`config.mk`:
```
export PLATFORM = sky130hd
export DESIGN_NAME = mem_ctrl_flat
export DESIGN_NICKNAME = d
export VERILOG_FILES = /design/src/rtl/mem_ctrl_if.sv /design/src/rtl/mem_ctrl.sv /design/src/flat_wrapper.sv
export SDC_FILE = /design/constraint.sdc
export NUM_CORES = 1
export LEC_CHECK = 0
export ABC_AREA = 1
export ABC_CLOCK_PERIOD_IN_PS = 11070
export BUFFER_PORTS_ARGS = -buffer_cell sky130_fd_sc_hd__buf_2
export CAP_MARGIN = 0
export CORE_MARGIN = 2
export CORE_UTILIZATION = 44
export DETAILED_ROUTE_END_ITERATION = 12
export GPL_TIMING_DRIVEN = 0
export PLACE_DENSITY = 0.71
export SLEW_MARGIN = 20
export SYNTH_ARGS = -nofsm -noshare
export SYNTH_HDL_FRONTEND = slang
export SYNTH_SLANG_ARGS = --single-unit
```
`constraint.sdc`:
```
create_clock -name clk_in -period 11.07 [get_ports clk_in]
set_input_delay 0.5535 -clock clk_in [delete_from_list [all_inputs] [get_ports clk_in]]
set_output_delay 0.5535 -clock clk_in [all_outputs]
set_load 0.01 [all_outputs]
```
`src/rtl/mem_ctrl_if.sv`:
```
// Request/response and byte-bus bundle for mem_ctrl: fetch port, load/store port,
// status flags and the 8-bit RAM/IO bus.
interface mem_ctrl_if #(
    parameter int ADDR_W = 32
);
    logic              if_req_i;
    logic [ADDR_W-1:0] if_addr_i;
    logic              if_done_o;
    logic [31:0]       if_inst_o;

    logic              ls_req_i;
    logic              ls_we_i;
    logic [1:0]        ls_size_i;
    logic              ls_sext_i;
    logic [ADDR_W-1:0] ls_addr_i;
    logic [31:0]       ls_wdata_i;
    logic              ls_done_o;
    logic [31:0]       ls_rdata_o;

    logic              busy_o;
    logic              err_o;

    logic [7:0]        mem_din;
    logic [7:0]        mem_dout;
    logic [31:0]       mem_a;
    logic              mem_wr;

    modport slave (
        input  if_req_i, if_addr_i,
        input  ls_req_i, ls_we_i, ls_size_i, ls_sext_i, ls_addr_i, ls_wdata_i,
        input  mem_din,
        output if_done_o, if_inst_o, ls_done_o, ls_rdata_o,
        output busy_o, err_o,
        output mem_dout, mem_a, mem_wr
    );

    modport master (
        output if_req_i, if_addr_i,
        output ls_req_i, ls_we_i, ls_size_i, ls_sext_i, ls_addr_i, ls_wdata_i,
        output mem_din,
        input  if_done_o, if_inst_o, ls_done_o, ls_rdata_o,
        input  busy_o, err_o,
        input  mem_dout, mem_a, mem_wr
    );
endinterface

```
`src/rtl/mem_ctrl.sv`:
```
// Byte-serial memory controller: splits fetch and load/store words into 8-bit bus cycles.
// Optional MEM_CTRL_ALIGN_CHK_EN rejects misaligned half/word accesses with err_o.
module mem_ctrl #(
    parameter int ADDR_W  = 32,
    parameter bit IF_PRIO = 1'b0
) (
    input  logic       clk_in,
    input  logic       rst_in,
    input  logic       rdy_in,
    mem_ctrl_if.slave  bus
);
    typedef enum logic [1:0] {IDLE = 2'd0, READ = 2'd1, WRITE = 2'd2, DONE = 2'd3} state_t;

    state_t            state_r, state_nx_s;
    logic [ADDR_W-1:0] base_r, base_nx_s;
    logic [2:0]        cnt_r, cnt_nx_s;
    logic [1:0]        size_r, size_nx_s;
    logic              sext_r, sext_nx_s;
    logic              we_r, we_nx_s;
    logic              who_if_r, who_if_nx_s;
    logic [31:0]       wdata_r, wdata_nx_s;
    logic [2:0]        iss_r, iss_nx_s;
    logic [2:0]        cap_r, cap_nx_s;
    logic              bus_v_r, bus_v_nx_s;
    logic              din_v_r, din_v_nx_s;
    logic [31:0]       buf_r, buf_nx_s;
    logic [31:0]       mem_a_r, mem_a_nx_s;
    logic [7:0]        mem_dout_r, mem_dout_nx_s;
    logic              mem_wr_r, mem_wr_nx_s;
    logic              if_done_r, if_done_nx_s;
    logic              ls_done_r, ls_done_nx_s;
    logic [31:0]       if_inst_r, if_inst_nx_s;
    logic [31:0]       ls_rdata_r, ls_rdata_nx_s;
    logic              busy_r, busy_nx_s;
    logic              err_r, err_nx_s;

    logic              grant_if_s, grant_ls_s;
    logic [ADDR_W-1:0] req_addr_s, issue_addr_s;
    logic [1:0]        req_size_s;
    logic [2:0]        req_cnt_s;
    logic              misalign_s;

    function automatic logic [31:0] extend_load(input logic [31:0] data,
                                                input logic [1:0]  size,
                                                input logic        sext);
        logic [31:0] res;
        case (size)
            2'd0:    res = {{24{sext & data[7]}}, data[7:0]};
            2'd1:    res = {{16{sext & data[15]}}, data[15:0]};
            default: res = data;
        endcase
        return res;
    endfunction

    assign grant_ls_s   = bus.ls_req_i & (~IF_PRIO | ~bus.if_req_i);
    assign grant_if_s   = bus.if_req_i & ~grant_ls_s;
    assign req_addr_s   = grant_if_s ? bus.if_addr_i : bus.ls_addr_i;
    assign req_size_s   = grant_if_s ? 2'd2 : bus.ls_size_i;
    assign req_cnt_s    = (req_size_s == 2'd0) ? 3'd1 : ((req_size_s == 2'd1) ? 3'd2 : 3'd4);
    assign issue_addr_s = base_r + ADDR_W'(iss_r);

`ifdef MEM_CTRL_ALIGN_CHK_EN
    assign misalign_s = ((req_size_s == 2'd1) && req_addr_s[0]) ||
                        (req_size_s[1] && (req_addr_s[1:0] != 2'b00));
`else
    assign misalign_s = 1'b0;
`endif

    // Next-state, datapath and output-register computation.
    always_comb begin
        state_nx_s    = state_r;
        base_nx_s     = base_r;
        cnt_nx_s      = cnt_r;
        size_nx_s     = size_r;
        sext_nx_s     = sext_r;
        we_nx_s       = we_r;
        who_if_nx_s   = who_if_r;
        wdata_nx_s    = wdata_r;
        iss_nx_s      = iss_r;
        cap_nx_s      = cap_r;
        bus_v_nx_s    = bus_v_r;
        din_v_nx_s    = din_v_r;
        buf_nx_s      = buf_r;
        mem_a_nx_s    = mem_a_r;
        mem_dout_nx_s = mem_dout_r;
        mem_wr_nx_s   = mem_wr_r;
        if_done_nx_s  = if_done_r;
        ls_done_nx_s  = ls_done_r;
        if_inst_nx_s  = if_inst_r;
        ls_rdata_nx_s = ls_rdata_r;
        err_nx_s      = err_r;

        if (rdy_in) begin
            case (state_r)
                IDLE: begin
                    if (grant_if_s || grant_ls_s) begin
                        base_nx_s   = req_addr_s;
                        cnt_nx_s    = req_cnt_s;
                        size_nx_s   = req_size_s;
                        sext_nx_s   = grant_ls_s & bus.ls_sext_i;
                        we_nx_s     = grant_ls_s & bus.ls_we_i;
                        who_if_nx_s = grant_if_s;
                        wdata_nx_s  = bus.ls_wdata_i;
                        buf_nx_s    = 32'h0000_0000;
                        cap_nx_s    = 3'd0;
                        din_v_nx_s  = 1'b0;
                        if (misalign_s) begin
                            // Rejected access: complete on the next cycle without touching the bus.
                            state_nx_s = DONE;
                            err_nx_s   = 1'b1;
                            iss_nx_s   = 3'd0;
                            bus_v_nx_s = 1'b0;
                            if (grant_if_s) begin
                                if_done_nx_s = 1'b1;
                                if_inst_nx_s = 32'h0000_0000;
                            end else begin
                                ls_done_nx_s  = 1'b1;
                                ls_rdata_nx_s = 32'h0000_0000;
                            end
                        end else begin
                            mem_a_nx_s = 32'(req_addr_s);
                            iss_nx_s   = 3'd1;
                            if (grant_ls_s && bus.ls_we_i) begin
                                state_nx_s    = WRITE;
                                mem_dout_nx_s = bus.ls_wdata_i[7:0];
                                mem_wr_nx_s   = 1'b1;
                                bus_v_nx_s    = 1'b0;
                            end else begin
                                state_nx_s = READ;
                                bus_v_nx_s = 1'b1;
                            end
                        end
                    end else begin
                        state_nx_s = IDLE;
                    end
                end
                READ: begin
                    din_v_nx_s = bus_v_r;
                    if (din_v_r) begin
                        buf_nx_s[{cap_r[1:0], 3'b000} +: 8] = bus.mem_din;
                        cap_nx_s = cap_r + 3'd1;
                    end else begin
                        cap_nx_s = cap_r;
                    end
                    if (iss_r < cnt_r) begin
                        mem_a_nx_s = 32'(issue_addr_s);
                        iss_nx_s   = iss_r + 3'd1;
                        bus_v_nx_s = 1'b1;
                    end else begin
                        mem_a_nx_s = 32'h0000_0000;
                        bus_v_nx_s = 1'b0;
                    end
                    if (din_v_r && ((cap_r + 3'd1) == cnt_r)) begin
                        state_nx_s = DONE;
                        mem_a_nx_s = 32'h0000_0000;
                        bus_v_nx_s = 1'b0;
                        din_v_nx_s = 1'b0;
                        if (who_if_r) begin
                            if_done_nx_s = 1'b1;
                            if_inst_nx_s = buf_nx_s;
                        end else begin
                            ls_done_nx_s  = 1'b1;
                            ls_rdata_nx_s = extend_load(buf_nx_s, size_r, sext_r);
                        end
                    end else begin
                        state_nx_s = READ;
                    end
                end
                WRITE: begin
                    if (iss_r < cnt_r) begin
                        mem_a_nx_s    = 32'(issue_addr_s);
                        mem_dout_nx_s = wdata_r[{iss_r[1:0], 3'b000} +: 8];
                        iss_nx_s      = iss_r + 3'd1;
                    end else begin
                        state_nx_s    = DONE;
                        mem_a_nx_s    = 32'h0000_0000;
                        mem_dout_nx_s = 8'h00;
                        mem_wr_nx_s   = 1'b0;
                        ls_done_nx_s  = 1'b1;
                    end
                end
                DONE: begin
                    state_nx_s   = IDLE;
                    if_done_nx_s = 1'b0;
                    ls_done_nx_s = 1'b0;
                    err_nx_s     = 1'b0;
                end
                default: begin
                    state_nx_s = IDLE;
                end
            endcase
        end else if (state_r == READ) begin
            // Reads in flight are lost while frozen; restart issue at the first uncaptured byte.
            iss_nx_s   = cap_r;
            bus_v_nx_s = 1'b0;
            din_v_nx_s = 1'b0;
        end else begin
            state_nx_s = state_r;
        end

        busy_nx_s = (state_nx_s != IDLE);
    end

    // State and datapath registers.
    always_ff @(posedge clk_in or posedge rst_in) begin
        if (rst_in) begin
            state_r    <= IDLE;
            base_r     <= '0;
            cnt_r      <= 3'd0;
            size_r     <= 2'd0;
            sext_r     <= 1'b0;
            we_r       <= 1'b0;
            who_if_r   <= 1'b0;
            wdata_r    <= 32'h0000_0000;
            iss_r      <= 3'd0;
            cap_r      <= 3'd0;
            bus_v_r    <= 1'b0;
            din_v_r    <= 1'b0;
            buf_r      <= 32'h0000_0000;
            mem_a_r    <= 32'h0000_0000;
            mem_dout_r <= 8'h00;
            mem_wr_r   <= 1'b0;
            if_done_r  <= 1'b0;
            ls_done_r  <= 1'b0;
            if_inst_r  <= 32'h0000_0000;
            ls_rdata_r <= 32'h0000_0000;
            busy_r     <= 1'b0;
            err_r      <= 1'b0;
        end else begin
            state_r    <= state_nx_s;
            base_r     <= base_nx_s;
            cnt_r      <= cnt_nx_s;
            size_r     <= size_nx_s;
            sext_r     <= sext_nx_s;
            we_r       <= we_nx_s;
            who_if_r   <= who_if_nx_s;
            wdata_r    <= wdata_nx_s;
            iss_r      <= iss_nx_s;
            cap_r      <= cap_nx_s;
            bus_v_r    <= bus_v_nx_s;
            din_v_r    <= din_v_nx_s;
            buf_r      <= buf_nx_s;
            mem_a_r    <= mem_a_nx_s;
            mem_dout_r <= mem_dout_nx_s;
            mem_wr_r   <= mem_wr_nx_s;
            if_done_r  <= if_done_nx_s;
            ls_done_r  <= ls_done_nx_s;
            if_inst_r  <= if_inst_nx_s;
            ls_rdata_r <= ls_rdata_nx_s;
            busy_r     <= busy_nx_s;
            err_r      <= err_nx_s;
        end
    end

    assign bus.if_done_o  = if_done_r;
    assign bus.if_inst_o  = if_inst_r;
    assign bus.ls_done_o  = ls_done_r;
    assign bus.ls_rdata_o = ls_rdata_r;
    assign bus.busy_o     = busy_r;
    assign bus.err_o      = err_r;
    assign bus.mem_a      = mem_a_r;
    assign bus.mem_dout   = mem_dout_r;
    // A frozen cycle must never commit a write; the same byte is driven again afterwards.
    assign bus.mem_wr     = mem_wr_r & rdy_in;
endmodule

```
`src/flat_wrapper.sv`:
```
// flat-port wrapper written by rule: the top's interface ports become plain ports
module mem_ctrl_flat 
#(
    parameter int ADDR_W  = 32,
    parameter bit IF_PRIO = 1'b0
)
  (clk_in, rst_in, rdy_in, bus_if_req_i, bus_if_addr_i, bus_ls_req_i, bus_ls_we_i, bus_ls_size_i, bus_ls_sext_i, bus_ls_addr_i, bus_ls_wdata_i, bus_mem_din, bus_if_done_o, bus_if_inst_o, bus_ls_done_o, bus_ls_rdata_o, bus_busy_o, bus_err_o, bus_mem_dout, bus_mem_a, bus_mem_wr);
  mem_ctrl_if #(.ADDR_W(ADDR_W)) bus_i ();
  input  logic clk_in;
  input  logic rst_in;
  input  logic rdy_in;
  input wire logic [$bits(bus_i.if_req_i)-1:0] bus_if_req_i;
  input wire logic [$bits(bus_i.if_addr_i)-1:0] bus_if_addr_i;
  input wire logic [$bits(bus_i.ls_req_i)-1:0] bus_ls_req_i;
  input wire logic [$bits(bus_i.ls_we_i)-1:0] bus_ls_we_i;
  input wire logic [$bits(bus_i.ls_size_i)-1:0] bus_ls_size_i;
  input wire logic [$bits(bus_i.ls_sext_i)-1:0] bus_ls_sext_i;
  input wire logic [$bits(bus_i.ls_addr_i)-1:0] bus_ls_addr_i;
  input wire logic [$bits(bus_i.ls_wdata_i)-1:0] bus_ls_wdata_i;
  input wire logic [$bits(bus_i.mem_din)-1:0] bus_mem_din;
  output wire logic [$bits(bus_i.if_done_o)-1:0] bus_if_done_o;
  output wire logic [$bits(bus_i.if_inst_o)-1:0] bus_if_inst_o;
  output wire logic [$bits(bus_i.ls_done_o)-1:0] bus_ls_done_o;
  output wire logic [$bits(bus_i.ls_rdata_o)-1:0] bus_ls_rdata_o;
  output wire logic [$bits(bus_i.busy_o)-1:0] bus_busy_o;
  output wire logic [$bits(bus_i.err_o)-1:0] bus_err_o;
  output wire logic [$bits(bus_i.mem_dout)-1:0] bus_mem_dout;
  output wire logic [$bits(bus_i.mem_a)-1:0] bus_mem_a;
  output wire logic [$bits(bus_i.mem_wr)-1:0] bus_mem_wr;
  assign bus_i.if_req_i = bus_if_req_i;
  assign bus_i.if_addr_i = bus_if_addr_i;
  assign bus_i.ls_req_i = bus_ls_req_i;
  assign bus_i.ls_we_i = bus_ls_we_i;
  assign bus_i.ls_size_i = bus_ls_size_i;
  assign bus_i.ls_sext_i = bus_ls_sext_i;
  assign bus_i.ls_addr_i = bus_ls_addr_i;
  assign bus_i.ls_wdata_i = bus_ls_wdata_i;
  assign bus_i.mem_din = bus_mem_din;
  assign bus_if_done_o = bus_i.if_done_o;
  assign bus_if_inst_o = bus_i.if_inst_o;
  assign bus_ls_done_o = bus_i.ls_done_o;
  assign bus_ls_rdata_o = bus_i.ls_rdata_o;
  assign bus_busy_o = bus_i.busy_o;
  assign bus_err_o = bus_i.err_o;
  assign bus_mem_dout = bus_i.mem_dout;
  assign bus_mem_a = bus_i.mem_a;
  assign bus_mem_wr = bus_i.mem_wr;
  mem_ctrl #(.ADDR_W(ADDR_W), .IF_PRIO(IF_PRIO)) u_core (.clk_in(clk_in), .rst_in(rst_in), .rdy_in(rdy_in), .bus(bus_i));
endmodule
```
==> results of run 1 <==
==> critical path: stages (launching register included) <==
cell,delay (ps)
dfrtp_1,490
inv_2,110
clkbuf_1,410
ha_1,420
inv_2,100
nand2_1,50
nand3_1,60
nor2_1,50
nand2_2,120
nand2_2,140
a21oi_4,380
buf_6,220
nand3_1,170
a21oi_1,180
==> power groups by stage <==
stage	clock (mW)	combinational (mW)	sequential (mW)
floorplan	0	0.823	1.29
global placement	0	1.29	1.29
detailed placement	0	1.32	1.29
CTS	0.820	1.33	1.28
global route	0.853	1.49	1.32
finish	0.809	1.33	1.28
==> final cells by class <==
class | count | share of cell area
sequential | 220 | 0.407
multi-input combinational | 1021 | 0.358
timing repair buffer | 221 | 0.0851
clock buffer | 38 | 0.0543
inverter | 140 | 0.0394
tap | 330 | 0.0305
buffer | 59 | 0.0210
clock inverter | 5 | 0.00416
antenna | 1 | 0.000185
==> worst min path at each step <==
stage	startpoint	endpoint	cells past startpoint
4_1_cts	rst_in	u_core.bus.mem_dout[2]$_DFFE_PP0P_	2
3_5_place_dp	u_core.wdata_r[20]$_DFFE_PP0P_	u_core.wdata_r[20]$_DFFE_PP0P_	2
6_report	rst_in	u_core.bus.mem_dout[2]$_DFFE_PP0P_	2
5_1_grt	rst_in	u_core.bus.mem_dout[7]$_DFFE_PP0P_	2
3_3_place_gp	u_core.wdata_r[15]$_DFFE_PP0P_	u_core.wdata_r[15]$_DFFE_PP0P_	2
2_1_floorplan	u_core.wdata_r[0]$_DFFE_PP0P_	u_core.wdata_r[0]$_DFFE_PP0P_	2
==> sequential cells by signal, indices dropped and copies added, names as in the netlist <==
signal and flops:
u_core.wdata_r 32, u_core.iss_r 3, u_core.who_if_r 1, u_core.state_r 2, u_core.sext_r 1, u_core.bus.ls_done_o 1
u_core.bus.if_done_o 1, u_core.din_v_r 1, u_core.bus.mem_a 32, u_core.cnt_r 3, u_core.buf_r 32, u_core.base_r 32
u_core.bus.if_inst_o 32, u_core.cap_r 3, u_core.bus_v_r 1, u_core.bus.ls_rdata_o 32, u_core.mem_wr_r 1, u_core.bus.mem_dout 8
u_core.bus.busy_o 1, u_core.size_r 1
==> per-layer routing <==
metal	share of wire	wire length (µm)	vias up
met4	0.026	897	2
met3	0.072	2480	61
li1	-	-	5145
met5	0.00047	16	-
met1	0.44	15000	5014
met2	0.46	15800	414
==> cell usage in the layout (no fill, tap or decap), types with 3 or more instances in the layout <==
cell type and count:
xor2_1 7, buf_6 4, a21boi_1 3, a22oi_1 22
dfrtp_1 220, nor2_1 163, nand3_1 35, nand2_2 3
a31oi_1 12, o21ai_0 114, nand4_1 14, or2_2 31
nor2_2 3, inv_1 129, o22ai_1 33, clkbuf_1 39
buf_2 239, a21oi_1 107, inv_2 10, nand2_1 417
nand3b_1 4, nor3_1 8, mux2i_1 5, clkbuf_8 6
ha_1 15, clkbuf_16 25, o21ai_1 3
==> cells in the mapped netlist, drive strengths merged, types with 2 or more instances <==
| cell type | number | area, µm² |
|---|---|---|
| a31oi | 12 | 75.1 |
| o22ai | 34 | 219 |
| o21ai | 117 | 586 |
| buf | 27 | 164 |
| xor2 | 7 | 61.3 |
| nor3 | 9 | 56.3 |
| ha | 15 | 188 |
| nand4 | 14 | 87.6 |
| or2 | 32 | 200 |
| nor2 | 167 | 642 |
| nor3b | 2 | 15.0 |
| o21a | 2 | 15.0 |
| a21oi | 110 | 569 |
| dfrtp | 220 | 5510 |
| a22oi | 22 | 165 |
| clkbuf | 32 | 120 |
| nand3b | 4 | 30.0 |
| a21boi | 3 | 22.5 |
| nand2 | 420 | 1580 |
| inv | 140 | 526 |
| nand3 | 37 | 195 |
| mux2i | 5 | 50.1 |
==> cells by family after synthesis <==
group | count (synthesis) | synth area share
multiplexers | 5 | 0.00449
buffers and inverters | 199 | 0.0726
AO/OA/AOI/OAI | 305 | 0.152
flip-flops | 220 | 0.494
other | 1 | 0.000336
XOR/XNOR | 8 | 0.00628
AND/OR/NAND/NOR | 686 | 0.252
adder cells (fa/ha/maj) | 16 | 0.0186
==> stage by stage <==
step / std cells / worst slack, ps
floorplan: 1440 / 4500
global placement: 1989 / 1990
detailed placement: 1991 / 8120
CTS: 2034 / 8080
global route: 2034 / 7840
finish: 2035 / 8070
==> results.tsv, run 1 <==
stage	metric	value	unit
power	vdd_drop_max	0.155	mV
clocking	cts_htree_levels	1	
power	power_frac_clock	0.237	
placed_design	place.detailed.hpwl	25800	µm
yosys	ys_ff_latch	220	
outcome	status	completed	
yosys	syn_area	11200	µm²
finish	final_cell_area	13500	µm²
die	dieArea	26600	µm²
yosys	avgSynthCellArea	7.75	µm²
power	p_total	3.42	mW
timing	rsz0062_at_grt	false	
yosys	synth_edf_count	0	
setup_path	r2r_end	u_core.bus.mem_a[2]$_DFFE_PP0P_	
timing	finalHoldViolations	0	
setup_path	critPathMaxFanout	12	
routing	wire_per_inst	16.8	µm
yosys	synth_ff_type	dfrtp_1	
routing	initialDrtViolationCount	866	
die	fp.dieH	163	µm
timing	min_period_over_period	0.271	
clocking	cts-root-buf	clkbuf_16	
setup_path	path_class	reg2reg	
clocking	clkSinkCount	220	
die	fp.coreArea	25000	µm²
power	power.switching	1.41	mW
placed_design	place.gp.congestion	0.963	
power	seqPwrFrac	0.376	
hold_path	hold_path_class	in2async	
finish	filler_cell_count	2438	
die	start_util	0.446	
setup_path	r2r-start	u_core.cap_r[0]$_DFFE_PP0P_	
routing	drtAntennaViolNets	0	
routing	vias	10600	
yosys	ys_types	45	
global_routing	overflow	0	
finish	nets	1817	
finish	area_growth	21.2	%
timing	hold_ws	53.9	ps
power	p_int	2.01	mW
yosys	synthArstFlopShare	1.00	
clocking	cts_resized	0	
power	p_comb_frac	0.388	
routing	dr.pass1.iters	8	
setup_path	critPathLaunchType	flop	
die	die_w	163	µm
global_routing	busiest_layer	met2	
placed_design	placed_area	12700	µm²
setup_path	critPathCaptureType	flop	
timing	finalSetupTns	0	ps
timing	drv_slew	0	
setup_path	r2r_cells	13	
timing	setup_viol	0	
clocking	holdBufCountCts	0	
routing	drcViolationCount	0	
global_routing	grt_use_total	0.253	
routing	wirelength	34200	µm
clocking	tritoncts	done	
clocking	numCtsBuffers	25	
global_routing	antenna_found_initial	2	
clocking	clockBufferDepth	3	
yosys	syn_nets	1569	
yosys	synthCells	1440	
clocking	clk-insertion-delay-late	530	ps
clocking	cts_setup_buffers	0	
timing	worstMarginPinSlew	893	ps
clocking	path_clk_slew	60	ps
power	swShare	0.412	
flow_run	maxCapViolations	0	
finish	fin_util	0.540	
placed_design	portBuffers	219	
timing	slew_headroom	0.402	
power	cellPowerDensity	253	nW/µm²
global_routing	grtUsageMet1	0.355	
global_routing	grt_use_met3	0.0419	
global_routing	use_met2	0.404	
routing	viasPerCell	5.23	
timing	finalCriticalPeriod	3000	ps
die	placementRows	58	
yosys	ys_seq_area_frac	0.494	
setup_path	crit_start	u_core.cap_r[0]$_DFFE_PP0P_	
setup_path	cp.required	11510	ps
power	p_leak	6.93	nW
finish	drive_above_1_share	0.199	
global_routing	grt_start_max_net_pins	95	
global_routing	grt_pass1_wl	52900	µm
setup_path	crit_arrival	3440	ps
setup_path	crit_end	u_core.bus.mem_a[2]$_DFFE_PP0P_	
timing	fin_skew	14.3	ps
setup_path	reg2reg_slack	8070	ps
global_routing	first_global_vias	9987	
yosys	yosysWarnings	0	
timing	max_freq	333	MHz
finish	multiInputGateArea	4840	µm²
finish	seq_area	5510	µm²
die	io_pins	222	
(Power assumes the default switching activity.)
==> run 2, diff against run 1 <==
--- a/config.mk
+++ b/config.mk
@@ -6,7 +6,7 @@
 export NUM_CORES = 1
 export LEC_CHECK = 0
 export ABC_AREA = 1
-export ABC_CLOCK_PERIOD_IN_PS = 11070
+export ABC_CLOCK_PERIOD_IN_PS = 3000
 export BUFFER_PORTS_ARGS = -buffer_cell sky130_fd_sc_hd__buf_2
 export CAP_MARGIN = 0
 export CORE_MARGIN = 2
==> constraint.sdc (replaced) <==
create_clock -name clk_in -period 3 [get_ports clk_in]
set_input_delay 0.15 -clock clk_in [delete_from_list [all_inputs] [get_ports clk_in]]
set_output_delay 0.15 -clock clk_in [all_outputs]
set_load 0.01 [all_outputs]
==> run 2 against run 1 <==
Compared with the run above:
- design area increased by 7.6%
- first-iteration DRC count rose by 9.8%
- sequential share of layout area fell by 2.9 points
- critical path depth fell by 1
- clock skew is 1.6 ps lower
- worst setup slack lost 7800 ps
- critical path type unchanged
- largest cell class unchanged
- highest routed layer unchanged
==> results.tsv, run 2 (synthesis gave the netlist of run 1 again) <==
stage	metric	value	unit
hold_path	hold_path_class	in2reg	
setup_path	crit_start	u_core.cap_r[0]$_DFFE_PP0P_	
clocking	clockBufferDepth	3	
power	p_total	13.2	mW
timing	rsz0062_at_grt	false	
clocking	cts_htree_levels	1	
clocking	numCtsBuffers	25	
routing	drtAntennaViolNets	0	
timing	max_freq	367	MHz
die	die_w	163	µm
power	vdd_drop_max	0.493	mV
placed_design	place.gp.congestion	0.923	
power	cellPowerDensity	908	nW/µm²
routing	initialDrtViolationCount	951	
timing	finalHoldViolations	0	
outcome	status	completed	
clocking	clkSinkCount	220	
finish	layout_common_cells	nand2_1, buf_2, dfrtp_1	
setup_path	crit_arrival	3130	ps
routing	wire_per_inst	16.9	µm
placed_design	place.detailed.hpwl	26400	µm
setup_path	r2r-start	u_core.cap_r[0]$_DFFE_PP0P_	
clocking	cts-root-buf	clkbuf_16	
flow_run	maxCapViolations	0	
die	fp.coreArea	25000	µm²
timing	slew_headroom	0.369	
setup_path	critPathLaunchType	flop	
power	power.switching	5.30	mW
power	swShare	0.401	
routing	drcViolationCount	0	
clocking	cts_setup_buffers	0	
placed_design	portBuffers	219	
finish	nets	1902	
timing	worstMarginPinSlew	942	ps
routing	vias	11100	
timing	drv_slew	0	
global_routing	grt_pass1_wl	56100	µm
global_routing	grt_use_total	0.267	
timing	finalCriticalPeriod	2730	ps
power	p_int	7.90	mW
global_routing	grt_start_max_net_pins	34	
setup_path	cp.required	3410	ps
die	io_pins	222	
setup_path	critPathCaptureType	flop	
routing	wirelength	35800	µm
clocking	tritoncts	done	
timing	min_period_over_period	0.909	
hold_path	worstHoldStart	bus_if_addr_i[18]	
finish	final_common_cell	nand2_1	
global_routing	first_global_vias	10600	
power	seqPwrFrac	0.359	
die	placementRows	58	
power	p_leak	7.37	nW
global_routing	antenna_found_initial	1	
clocking	clk-insertion-delay-late	530	ps
global_routing	overflow	0	
finish	filler_cell_count	2266	
routing	viasPerCell	5.23	
clocking	path_clk_slew	60	ps
timing	fin_skew	12.7	ps
finish	diodes	0	
die	fp.dieH	163	µm
setup_path	critPathMaxFanout	14	
die	dieArea	26600	µm²
die	start_util	0.446	
timing	finalSetupTns	0	ps
finish	area_growth	30.4	%
setup_path	path_class	reg2reg	
power	p_comb_frac	0.387	
routing	dr.pass1.iters	5	
timing	setup_viol	0	
power	power_frac_clock	0.254	
finish	drive_above_1_share	0.197	
[run 2: worst paths after layout]
path                                                    endpoint  slack [ps]  cells after the start
max                        u_core.bus.ls_rdata_o[24]$_DFFE_PP0P_         270                     12
min                                u_core.base_r[18]$_DFFE_PP0P_          20                      5
max reg2reg                u_core.bus.ls_rdata_o[24]$_DFFE_PP0P_         270                     12
min reg2reg                       u_core.wdata_r[20]$_DFFE_PP0P_         470                      2
max in group asynchronous     u_core.bus.mem_dout[5]$_DFFE_PP0P_        1930                      6
min in group asynchronous       u_core.bus.mem_a[22]$_DFFE_PP0P_         150                      3
[run 2: worst max-delay path, stage by stage (launching register included)]
cell	delay, ps
dfrtp_1	540
inv_2	190
ha_1	460
inv_2	60
nand2_1	60
nand3_1	60
nor2_1	130
nand2_2	120
nor2_1	130
nand3_2	260
clkbuf_2	320
nor2_1	190
a21oi_1	80
[run 2: timing repair]
item / CTS / global route
endpoints found under the hold margin: 131 / 0
gates resized for setup: 0 / 2
setup endpoints to repair: 1 / 4
hold buffers: 80 / 0
[run 2: power by group through the flow]
stage	clock network [mW]	registers, mW	logic, mW
after detailed placement	0	4.75	4.87
final	3.35	4.74	5.12
after CTS	3.40	4.72	5.10
after global placement	0	4.75	4.74
after global routing	3.52	4.86	5.76
after floorplan	0	4.77	3.04
[run 2: layout make-up]
cell class              count  area [µm²]  area share
flip-flops and latches    220        5510       0.379
multi-input cells        1021        4840       0.333
repair buffers            307        2070       0.142
clock buffers              32         692      0.0476
inverters                 140         529      0.0364
well taps                 330         413      0.0284
plain buffers              58         282      0.0194
clock inverters            14         211      0.0145
[run 2: metrics by stage]
| step | area (µm²) | std cells | setup slack [ps] | util | hold WS (ps) |
|---|---|---|---|---|---|
| after floorplan | 11200 | 1440 | -18.1 | - | 250 |
| after global placement | 12700 | 1989 | -1390 | 0.506 | 350 |
| after detailed placement | 12800 | 1997 | 51.8 | 0.513 | 159 |
| after CTS | 14500 | 2122 | 210 | 0.581 | 0.151 |
| after global routing | 14500 | 2122 | 46.1 | 0.581 | 35.6 |
| final | 14500 | 2122 | 274 | 0.581 | 15.9 |
[run 2: per-layer routing]
metal,GRT usage,up-vias,routed length (µm)
li1,-,5337,-
met1,0.364,5269,15400
met2,0.443,422,17100
met3,0.0429,68,2490
met4,0.0736,2,803
met5,0,-,13
==> run 3, diff against run 2 <==
--- a/config.mk
+++ b/config.mk
@@ -6,7 +6,7 @@
 export NUM_CORES = 1
 export LEC_CHECK = 0
 export ABC_AREA = 1
-export ABC_CLOCK_PERIOD_IN_PS = 3000
+export ABC_CLOCK_PERIOD_IN_PS = 2750
 export BUFFER_PORTS_ARGS = -buffer_cell sky130_fd_sc_hd__buf_2
 export CAP_MARGIN = 0
 export CORE_MARGIN = 2
==> constraint.sdc (replaced) <==
create_clock -name clk_in -period 2.75 [get_ports clk_in]
set_input_delay 0.1375 -clock clk_in [delete_from_list [all_inputs] [get_ports clk_in]]
set_output_delay 0.1375 -clock clk_in [all_outputs]
set_load 0.01 [all_outputs]
==> run 3 against run 2 <==
Compared with the run above:
- die area stayed put
- core utilization rose by 0.76 points
- via count is 1.2% higher
- power grew 10%
- critical endpoint is now u_core.bus.mem_a[6]$_DFFE_PP0P_
- largest cell class unchanged
==> results.tsv, run 3 (synthesis gave the netlist of run 1 again) <==
stage	metric	value	unit
outcome	status	completed	
routing	drcViolationCount	0	
power	cellPowerDensity	988	nW/µm²
hold_path	hold_path_class	in2reg	
global_routing	overflow	0	
clocking	cts-root-buf	clkbuf_16	
die	start_util	0.446	
placed_design	place.gp.congestion	0.923	
timing	drv_slew	0	
routing	drtAntennaViolNets	0	
timing	slew_headroom	0.585	
global_routing	grt_use_total	0.268	
clocking	numCtsBuffers	25	
finish	diodes	0	
clocking	clockBufferDepth	3	
global_routing	grt_pass1_wl	56400	µm
clocking	cts_htree_levels	1	
routing	initialDrtViolationCount	958	
setup_path	cp.required	3200	ps
clocking	tritoncts	done	
clocking	clkSinkCount	220	
finish	layout_common_cells	nand2_1, buf_2, dfrtp_1	
setup_path	critPathCaptureType	flop	
timing	worstMarginPinSlew	621	ps
placed_design	dp_cells	1997	
global_routing	antenna_found_initial	1	
timing	rsz0062_at_grt	false	
routing	wirelength	36100	µm
routing	wire_per_inst	16.9	µm
timing	min_period_over_period	0.930	
die	placementRows	58	
routing	wl_met3	2520	µm
timing	finalSetupTns	0	ps
timing	max_freq	391	MHz
die	dieArea	26600	µm²
timing	fin_skew	11.5	ps
global_routing	grt_start_max_net_pins	34	
die	fp.dieH	163	µm
routing	viasPerCell	5.26	
routing	wl_met2	17200	µm
setup_path	critPathLaunchType	flop	
finish	area_growth	32.1	%
finish	fin_cells	2134	
routing	dr.pass1.iters	5	
timing	finalCriticalPeriod	2560	ps
power	p_leak	7.43	nW
setup_path	crit_arrival	3010	ps
power	vdd_drop_max	0.540	mV
timing	setup_ws	192	ps
global_routing	first_global_vias	10600	
clocking	clk-insertion-delay-late	530	ps
setup_path	path_class	reg2reg	
die	fp.coreArea	25000	µm²
placed_design	portBuffers	219	
finish	nets	1914	
placed_design	pre_cts_ws	-198	ps
timing	finalHoldViolations	0	
placed_design	place.detailed.hpwl	26400	µm
die	die_w	163	µm
routing	vias	11200	
timing	setup_viol	0	
finish	final_common_cell	nand2_1	
setup_path	critPathMaxFanout	12	
flow_run	maxCapViolations	0	
finish	drive_above_1_share	0.203	
routing	routedLengthMet1	15500	µm
die	io_pins	222	
routing	routed.top_layer	met5	
clocking	path_clk_slew	60	ps
run 3: what timing repair did:
item                       CTS  global route
resized for setup            3            17
setup buffers                0             3
pin swaps                    0             2
hold endpoints to repair   136             0
hold buffers                88             0
setup endpoints to repair   84           104
run 3: area by class of cell:
class | count | area [µm²]
plain buffers | 59 | 289
clock buffers | 32 | 692
clock inverters | 14 | 211
fillers | 2249 | 10300
inverters | 140 | 529
multi-input cells | 1021 | 4890
flip-flops and latches | 220 | 5510
well taps | 330 | 413
repair buffers | 318 | 2200
run 3: report_power, final:
group / leakage [nW] / internal, mW / switching (mW)
clock network: 0.440 / 2.25 / 1.40
registers: 2.79 / 4.32 / 0.865
logic: 4.20 / 2.14 / 3.58
total: 7.43 / 8.71 / 5.84
run 3: final timing paths:
| kind | slack [ps] | cells after the start | end | startpoint |
|---|---|---|---|---|
| min in group asynchronous | 130 | 3 | u_core.bus.mem_a[22]$_DFFE_PP0P_ | rst_in |
| hold reg to reg | 470 | 2 | u_core.wdata_r[17]$_DFFE_PP0P_ | u_core.wdata_r[17]$_DFFE_PP0P_ |
| setup reg to reg | 190 | 14 | u_core.bus.mem_a[6]$_DFFE_PP0P_ | u_core.cap_r[0]$_DFFE_PP0P_ |
| hold / removal | 8 | 5 | u_core.base_r[24]$_DFFE_PP0P_ | bus_ls_addr_i[24] |
| setup / recovery | 190 | 14 | u_core.bus.mem_a[6]$_DFFE_PP0P_ | u_core.cap_r[0]$_DFFE_PP0P_ |
| max in group asynchronous | 1710 | 6 | u_core.bus.mem_dout[5]$_DFFE_PP0P_ | rst_in |
run 3: through the flow:
| step | hold slack (ps) | util | total power [mW] | cell area (µm²) |
|---|---|---|---|---|
| 2_1_floorplan | 238 | - | 8.51 | 11200 |
| 3_3_place_gp | 337 | 0.506 | 10.4 | 12700 |
| 3_5_place_dp | 146 | 0.513 | 10.5 | 12800 |
| 4_1_cts | 1.97 | 0.584 | 14.4 | 14600 |
| 5_1_grt | 36.1 | 0.589 | 15.6 | 14700 |
| 6_report | 7.98 | 0.589 | 14.6 | 14700 |
run 3: worst max-delay path, stage by stage, from the launching register on:
cell,delay (ps)
dfrtp_2,480
inv_2,100
clkbuf_2,270
ha_4,280
inv_2,60
nand2_1,40
nand3_1,60
nor2_1,50
nand2_2,140
nand2_2,160
a21oi_4,200
buf_12,140
buf_6,150
nand3_1,170
a21oi_1,170
run 3: metal layers:
| layer | GRT usage | vias to the layer above |
|---|---|---|
| li1 | - | 5356 |
| met1 | 0.365 | 5372 |
| met2 | 0.445 | 433 |
| met3 | 0.0427 | 66 |
| met4 | 0.0768 | 2 |
| met5 | 0 | - |
